<file path="src/rtl/rtc_pkg.sv">
// rtc_pkg: shared constants and the 12-hour display mapping for rtc_counter.
//   HR12_OFFSET   hours subtracted for afternoon values in 12-hour form
//   disp12_t      12-hour display value plus PM flag
//   to_12h()      maps a 24-hour value (0..DAY_HRS-1) to disp12_t
package rtc_pkg;

    localparam int HR_MAX_W = 8;
    localparam logic [HR_MAX_W-1:0] HR12_OFFSET = 8'd12;

    typedef struct packed {
        logic [HR_MAX_W-1:0] hour;
        logic                pm;
    } disp12_t;

    function automatic disp12_t to_12h(input logic [HR_MAX_W-1:0] hr);
        disp12_t d;
        if (hr == '0) begin
            d.hour = HR12_OFFSET;
            d.pm   = 1'b0;
        end else if (hr < HR12_OFFSET) begin
            d.hour = hr;
            d.pm   = 1'b0;
        end else if (hr == HR12_OFFSET) begin
            d.hour = HR12_OFFSET;
            d.pm   = 1'b1;
        end else begin
            d.hour = hr - HR12_OFFSET;
            d.pm   = 1'b1;
        end
        return d;
    endfunction

endpackage

</file>
<file path="src/rtl/mod_counter.sv">
// mod_counter: modulo-MOD up-counter with synchronous load.
//   clk, rst_n   clock, async active-low reset (q -> 0)
//   inc          count enable
//   load, ld_val synchronous load, has priority over inc
//   q            current count, 0..MOD-1
//   carry        combinational: inc while q==MOD-1 (wrap on this edge)
module mod_counter #(
    parameter int MOD = 10,
    parameter int W   = 4
) (
    input  logic         clk,
    input  logic         rst_n,
    input  logic         inc,
    input  logic         load,
    input  logic [W-1:0] ld_val,
    output logic [W-1:0] q,
    output logic         carry
);

    assign carry = inc && (q == W'(MOD - 1));

    always_ff @(posedge clk or negedge rst_n) begin
        if (!rst_n)
            q <= '0;
        else if (load)
            q <= ld_val;
        else if (inc)
            q <= carry ? '0 : q + W'(1);
    end

endmodule

</file>
<file path="src/rtl/rtc_counter.sv">
// rtc_counter: real-time clock core. Divides clk by FREQ to a one-second
// advance and keeps hr:min:sec in 24-hour form, with validated loading,
// daily alarm, 12/24-hour display and registered strobes.
//   clk, rst_n                      clock, async active-low reset
//   en_i                            run enable (low freezes everything)
//   mode12_i                        1: 12-hour display with pm_o
//   set_i, set_hr/min/sec_i         load strobe and 24-hour load values
//   alm_set_i, alm_hr/min_i         alarm capture strobe and alarm time
//   alm_en_i                        alarm enable
//   sec_o, min_o, hour_o, pm_o      current time in display form
//   tick_o, day_o, alarm_o          one-cycle strobes with the new time
//   set_err_o                       one-cycle pulse after a rejected load
module rtc_counter
    import rtc_pkg::*;
#(
    parameter int FREQ    = 10,
    parameter int UNIT    = 60,
    parameter int DAY_HRS = 24,
    parameter int SEC_W   = 6,
    parameter int HR_W    = 5
) (
    input  logic             clk,
    input  logic             rst_n,
    input  logic             en_i,
    input  logic             mode12_i,
    input  logic             set_i,
    input  logic [HR_W-1:0]  set_hr_i,
    input  logic [SEC_W-1:0] set_min_i,
    input  logic [SEC_W-1:0] set_sec_i,
    input  logic             alm_set_i,
    input  logic [HR_W-1:0]  alm_hr_i,
    input  logic [SEC_W-1:0] alm_min_i,
    input  logic             alm_en_i,
    output logic [SEC_W-1:0] sec_o,
    output logic [SEC_W-1:0] min_o,
    output logic [HR_W-1:0]  hour_o,
    output logic             pm_o,
    output logic             tick_o,
    output logic             day_o,
    output logic             alarm_o,
    output logic             set_err_o
);

    localparam int PRE_W = (FREQ > 1) ? $clog2(FREQ) : 1;

    logic [PRE_W-1:0] pre_q;
    logic [SEC_W-1:0] sec_q, min_q, nxt_min;
    logic [HR_W-1:0]  hr_q, nxt_hr;
    logic [SEC_W-1:0] alm_min_q;
    logic [HR_W-1:0]  alm_hr_q;
    logic             adv, sec_carry, min_carry, hr_carry;
    logic             set_ok;
    disp12_t          d12;

    // Widen by one bit so the range checks hold even when the limit is 2**W.
    assign set_ok = set_i
                 && ({1'b0, set_hr_i}  < (HR_W + 1)'(DAY_HRS))
                 && ({1'b0, set_min_i} < (SEC_W + 1)'(UNIT))
                 && ({1'b0, set_sec_i} < (SEC_W + 1)'(UNIT));

    mod_counter #(.MOD(FREQ), .W(PRE_W)) u_pre (
        .clk(clk), .rst_n(rst_n), .inc(en_i), .load(set_ok),
        .ld_val('0), .q(pre_q), .carry(adv)
    );

    mod_counter #(.MOD(UNIT), .W(SEC_W)) u_sec (
        .clk(clk), .rst_n(rst_n), .inc(adv), .load(set_ok),
        .ld_val(set_sec_i), .q(sec_q), .carry(sec_carry)
    );

    mod_counter #(.MOD(UNIT), .W(SEC_W)) u_min (
        .clk(clk), .rst_n(rst_n), .inc(sec_carry), .load(set_ok),
        .ld_val(set_min_i), .q(min_q), .carry(min_carry)
    );

    mod_counter #(.MOD(DAY_HRS), .W(HR_W)) u_hr (
        .clk(clk), .rst_n(rst_n), .inc(min_carry), .load(set_ok),
        .ld_val(set_hr_i), .q(hr_q), .carry(hr_carry)
    );

    // Post-advance min/hr, used to detect the alarm on the same edge that
    // produces the matching time so alarm_o lines up with the new outputs.
    always_comb begin
        nxt_min = min_q;
        nxt_hr  = hr_q;
        if (sec_carry)
            nxt_min = min_carry ? '0 : min_q + SEC_W'(1);
        if (min_carry)
            nxt_hr = hr_carry ? '0 : hr_q + HR_W'(1);
    end

    always_ff @(posedge clk or negedge rst_n) begin
        if (!rst_n) begin
            alm_hr_q  <= '0;
            alm_min_q <= '0;
            tick_o    <= 1'b0;
            day_o     <= 1'b0;
            alarm_o   <= 1'b0;
            set_err_o <= 1'b0;
        end else begin
            if (alm_set_i) begin
                alm_hr_q  <= alm_hr_i;
                alm_min_q <= alm_min_i;
            end
            // A load discards a coincident advance, so it suppresses all strobes.
            tick_o    <= adv && !set_ok;
            day_o     <= hr_carry && !set_ok;
            alarm_o   <= sec_carry && !set_ok && alm_en_i
                      && (nxt_min == alm_min_q) && (nxt_hr == alm_hr_q);
            set_err_o <= set_i && !set_ok;
        end
    end

    always_comb begin
        d12    = to_12h(HR_MAX_W'(hr_q));
        sec_o  = sec_q;
        min_o  = min_q;
        hour_o = mode12_i ? HR_W'(d12.hour) : hr_q;
        pm_o   = mode12_i & d12.pm;
    end

endmodule

</file>
<file path="config.mk">
export PLATFORM = sky130hd
export DESIGN_NAME = rtc_counter
export DESIGN_NICKNAME = d
export VERILOG_FILES = /design/src/rtl/rtc_pkg.sv /design/src/rtl/mod_counter.sv /design/src/rtl/rtc_counter.sv
export SDC_FILE = /design/constraint.sdc
export NUM_CORES = 1
export LEC_CHECK = 0
export CORE_AREA = 2 2 69 71
export DETAILED_ROUTE_END_ITERATION = 7
export DIE_AREA = 0 0 71 73
export PLACE_DENSITY_LB_ADDON = 0.2
export SLEW_MARGIN = 20
export SYNTH_ARGS = -nofsm -noshare
export SYNTH_HDL_FRONTEND = slang
export SYNTH_SLANG_ARGS = --single-unit
</file>
<file path="constraint.sdc">
create_clock -name clk -period 3.75 [get_ports clk]
set_input_delay 0.5625 -clock clk [delete_from_list [all_inputs] [get_ports clk]]
set_output_delay 0.5625 -clock clk [all_outputs]
set_load 0.02 [all_outputs]
</file>
==> results of run 1 <==
-- cells in the final DEF (no fill, tap or decap), drive strengths merged, types with 3 or more instances in the layout --
| master | synthesis | final |
|---|---|---|
| nand4 | 10 | 10 |
| dfrtp | 36 | 36 |
| and4b | 5 | 5 |
| a211oi | 4 | 4 |
| clkbuf | 7 | 6 |
| mux2i | 5 | 5 |
| a31oi | 7 | 7 |
| mux2 | 12 | 12 |
| nor3 | 11 | 11 |
| nor2b | 6 | 6 |
| ha | 9 | 9 |
| a21oi | 10 | 10 |
| clkdlybuf4s50 | 0 | 56 |
| xnor2 | 5 | 5 |
| nor2 | 32 | 32 |
| nand2 | 22 | 22 |
| inv | 7 | 7 |
| and3 | 4 | 4 |
| xor2 | 8 | 8 |
| buf | 4 | 3 |
| o21ai | 15 | 15 |
| nand3 | 5 | 5 |
-- kinds of logic after synthesis --
logic type,count (synthesis),share of synthesized area (%)
xor gates and xnor gates,13,5.02
muxes,17,8.17
and+or+nand+nor,103,24.6
DFF,36,39.8
AOI/OAI and AO/OA,48,13.7
buffers and inverters,18,3.76
adders and majority gates,9,4.97
-- path summary, 6_finish.rpt --
path	start	end	slack [ps]	cells after the start
worst max-delay path	u_hr.q[0]	hour_o[2]	850	7
worst min-delay path	alm_min_q[2]	alm_min_q[2]	530	1
worst max register to register	u_pre.q[1]	alarm_o	1150	9
worst min register to register	alm_min_q[2]	alm_min_q[2]	530	1
max in group asynchronous	rst_n	alm_hr_q[4]	2740	2
min in group asynchronous	rst_n	u_sec.q[0]	680	2
-- layout make-up --
cell class / instances / area, µm²
clock buffers: 6 / 72.6
clock inverters: 2 / 35.0
fillers: 384 / 1570
inverters: 7 / 26.3
multi-input cells: 190 / 1280
flip-flops and latches: 36 / 901
well taps: 54 / 67.6
repair buffers: 59 / 583
-- power by group through the flow --
stage | clock (mW) | sequential (mW) | combinational (mW)
floorplan | 0 | 0.506 | 0.202
global placement | 0 | 0.507 | 0.352
detailed placement | 0 | 0.507 | 0.358
CTS | 0.336 | 0.500 | 0.361
global route | 0.357 | 0.511 | 0.391
finish | 0.333 | 0.502 | 0.358
-- routing by layer --
layer  part of all wire (%)  up-vias  wire length, µm
met5                      0        -                0
met4                    1.5        0               77
met3                    5.7        8              296
met2                     49       69             2540
met1                     44      935             2310
li1                       -      996                -
-- per-stage QoR --
step / worst slack, ps / hold slack (ps) / power [mW] / area (µm²)
3_3_place_gp: 734 / 513 / 0.859 / 2860
5_1_grt: 705 / 551 / 1.26 / 2970
3_5_place_dp: 626 / 517 / 0.865 / 2860
2_1_floorplan: 1420 / 267 / 0.707 / 2270
4_1_cts: 870 / 533 / 1.20 / 2970
6_report: 853 / 533 / 1.19 / 2970
-- registers in the layout, indices dropped and copies added, names as in the netlist --
signal	cells
alarm_o	1
alm_hr_q	5
alm_min_q	6
day_o	1
set_err_o	1
tick_o	1
u_hr.q	5
u_min.q	6
u_pre.q	4
u_sec.q	6
==> impl_metrics.ini, run 1 <==
[power]
seqPwrFrac_pct = 42.0
p_int_uw = 810
p_leak_nw = 1.23
power_frac_comb_pct = 30.0
p_switching_uw = 383
p_per_area_mw_per_mm2 = 402
power_frac_clock_pct = 27.9
peakVddDrop_mv = 0.222
switching_share_pct = 32.1

[global_routing]
grt.met2_usage_pct = 33.4
grt_use_met3_pct = 5.11
grt_first_pass_wirelength_um = 8550
grt_busiest_layer = met2
grt_overflow = 0
grt_util_met1_pct = 28.3
grt_use_total_pct = 20.9
antenna_found_initial = 0
grt_max_degree = 37
grt_pass1_vias = 1837

[cells_and_area]
drive_above_1_share_pct = 10.3
area_growth_pct = 30.9
insertedDiodeCount = 0
finalNonFillerCells = 354
utilization_pct = 65.4
nets = 343

[critical_path]
cp-end-kind = output port
cp-start-kind = register
crit_type = register to output port
crit_family = buffers and inverters
crit_top_cell = a21oi_1
worstPathMaxFanout = 7
critPathBufInv = 2
cpMaxStageDelayCell = clkdlybuf4s50_1
cp_slowest_stage_delay_ps = 550
critPathRequiredTime_ps = 3190
crit_chain = inv_1 -> ha_1 -> a211oi_1 -> o21ai_0 -> a21oi_1 -> a21oi_1 -> clkdlybuf4s50_1
crit_arrival_ps = 2330

[sta]
tns_ps = 0
setup_violations = 0
fin_crit_sh_pct = 77.3
maxSlewViolCount = 0
rsz0062_at_grt = no
tightestPinTransition_ps = 459
hold_viol = 0
clock_skew_ps = 6.87
relSlewSlack_pct = 69.3
timing.fmax_mhz = 345
min_period_ps = 2900

[yosys]
ys_top_cells_by_count = dfrtp_1, nor2_1, nand2_1
ys_ff_latch = 36
yosysTopAreaCell = dfrtp_1
synth-main-ff-cell = dfrtp_1
yosysMostFrequentCell = dfrtp_1
synthCells = 244
syn_nets = 288
synth_area_mm2 = 0.00227
avgSynthCellArea_um2 = 9.29
async_flop_share_pct = 100
yosysWarnings = 0
yosys.cell_types.count = 49
yosys-top-cells-area = dfrtp_1, mux2_2, nor2_1
ys_seq_area_share_pct = 39.8
synth_top_cell_area_share_pct = 39.8
synth-edff-count = 0

[routing]
drc = 0
drt_iter0_drc = 107
viasPerCell = 5.67
ant_nets = 0
drt-wirelength-per-cell_um = 14.8
first_pass_iters = 4
vias = 2008
drt_wl_total_um = 5220

[placement]
hpwl_um = 3940
routabilityCongestion = 0.809
placed_cells = 346
io_buffers = 56

[status]
outcome = finished, final reports clean

[cts]
clk_pin_slew_worst_paths_ps = 70
cts_buffer_depth = 2
numCtsBuffers = 5
clock_sinks = 36
cts_setup_buffers = 0
cts_root_buf = clkbuf_8
hold_buffers = 0
ctsHtreeMaxLevel = 2
cts.repair.resized = 0
clk_latency_ps = 280
cts_tree = done

[min_path]
min_path_type = register to register

[floorplan]
die_area_mm2 = 0.00518
core_mm2 = 0.00454
die_h_um = 73
die_width_um = 71
start_util_pct = 50.0
io_pins = 57
row_count = 25

[run]
drv_cap = 0
Note: power is estimated with default switching activity, not from simulation.
==> run 2: changes to the inputs <==
- CORE_AREA: 2 2 69 71 -> 2 2 72 74
- DIE_AREA: 0 0 71 73 -> 0 0 74 76
- clock period: 3.75 -> 2.92 ns (I/O delays scaled with it)
==> run 2 against run 1 <==
Critical path depth unchanged. Largest power group unchanged. Clock skew decreased by 0.70 ps. First-iteration DRC count down 14%. Hold slack got worse by 2.7 ps. Non-clock buffer count is 2 higher. Sequential share of layout area about the same. Via count rose by 1.1%. Clock power barely moved.
==> impl_metrics.ini, run 2 (synthesis results as in run 1) <==
[placement]
place_worst_setup_slack_ps = 153
placed_cells = 364
hpwl_um = 4070
routabilityCongestion = 0.804
io_buffers = 56

[power]
peakVddDrop_mv = 0.209
power_frac_clock_pct = 23.0
seqPwrFrac_pct = 44.9
total_power_mw = 1.44
p_per_area_mw_per_mm2 = 485
p_leak_nw = 1.23
p_int_uw = 951
p_switching_uw = 491
switching_share_pct = 34.1
power_frac_comb_pct = 32.1

[cells_and_area]
finalNonFillerCells = 371
n_fill_cell = 459
nets = 345
final_cell_mix = clkdlybuf4s50_1, dfrtp_1, nor2_1, nand2_1
layout_commonest_cell = clkdlybuf4s50_1
insertedDiodeCount = 0
drive_above_1_share_pct = 11.6
multi_input_area_mm2 = 0.00128
regArea_um2 = 905
biggestRegsByFlops = alm_min_q x6, u_min.q x6, u_sec.q x6
area_growth_pct = 31.3

[floorplan]
die_area_mm2 = 0.00562
die_width_um = 74
row_count = 26
core_mm2 = 0.00491
start_util_pct = 46.1
io_pins = 57
die_h_um = 76

[critical_path]
startpoint = u_hr.q[0]
worstPathMaxFanout = 7
crit_type = register to output port
cp-start-kind = register
r2r_start = u_pre.q[1]
critPathRequiredTime_ps = 2480
cp-end-kind = output port
crit_arrival_ps = 2280

[cts]
numCtsBuffers = 5
cts_buffer_depth = 2
cts_root_buf = clkbuf_8
cts_setup_buffers = 0
hold_buffers = 0
clk_latency_ps = 290
clock_sinks = 36
cts.repair.resized = 0
cts_tree = done
ctsHtreeMaxLevel = 2
clk_pin_slew_worst_paths_ps = 70

[sta]
tightestPinTransition_ps = 465
hold_viol = 0
rsz0062_at_grt = no
setup_ws_ps = 207
maxSlewViolCount = 0
hold-worst-slack_ps = 530
tns_ps = 0
clock_skew_ps = 6.17
min_period_ps = 2710
relSlewSlack_pct = 69.0
fin_crit_sh_pct = 92.9
timing.fmax_mhz = 369
setup_violations = 0

[routing]
drt-wirelength-per-cell_um = 14.7
viasPerCell = 5.47
first_pass_iters = 4
drc = 0
ant_nets = 0
vias = 2030
drt_iter0_drc = 92
drt_wl_total_um = 5440

[min_path]
min_path_type = register to register
worstHoldStart = alm_hr_q[1]

[global_routing]
grt_overflow = 0
antenna_found_initial = 0
grt_first_pass_wirelength_um = 9280
grt_pass1_vias = 1993
grt_max_degree = 37
grt_use_total_pct = 21.3

[status]
outcome = finished, final reports clean

[run]
drv_cap = 0
## run 2: cell count changes in the layout (fill, tap and decap cells not counted), sizes merged
cell    delta
buf        +2
bufinv     -1
## run 2: path summary, 6_finish.rpt
check / slack [ps] / end / depth (start not counted)
max: 210 / hour_o[2] / 7
min: 530 / alm_hr_q[1] / 1
max reg2reg: 420 / alarm_o / 9
min reg2reg: 530 / alm_hr_q[1] / 1
max in group asynchronous: 2010 / u_hr.q[2] / 2
min in group asynchronous: 570 / u_min.q[3] / 2
## run 2: per-stage QoR
step / utilization (%) / cell area [µm²]
6_report: 60.5 / 2970
5_1_grt: 60.5 / 2970
4_1_cts: 60.5 / 2970
3_5_place_dp: 58.9 / 2890
3_3_place_gp: 58.9 / 2890
2_1_floorplan: - / 2270
## run 2: routing by layer
| layer | GRT usage [%] | wire length (µm) |
|---|---|---|
| met3 | 4.50 | 280 |
| met5 | 0 | 0 |
| met4 | 8.00 | 101 |
| met1 | 28.9 | 2450 |
| met2 | 32.9 | 2610 |
## run 2: power groups by stage
stage          Sequential, mW  Clock (mW)  Combinational [mW]
2_1_floorplan           0.650           0               0.259
3_3_place_gp            0.652           0               0.457
3_5_place_dp            0.653           0               0.463
4_1_cts                 0.644       0.344               0.465
5_1_grt                 0.658       0.363               0.512
6_report                0.647       0.332               0.463
## run 2: worst max-delay path: stages, from the launching register on
cell and delay, ps:
dfrtp_2 440, inv_1 90, ha_1 250, a211oi_1 260
o21ai_1 110, a21oi_1 190, a21oi_1 100, clkdlybuf4s50_1 540
## run 2: cell type report
cell class,instances,area share [%]
multi-input cells,190,43.0
flip-flops and latches,36,30.4
repair buffers,61,20.1
well taps,70,2.94
clock buffers,6,2.44
inverters,7,0.883
clock inverters,1,0.168
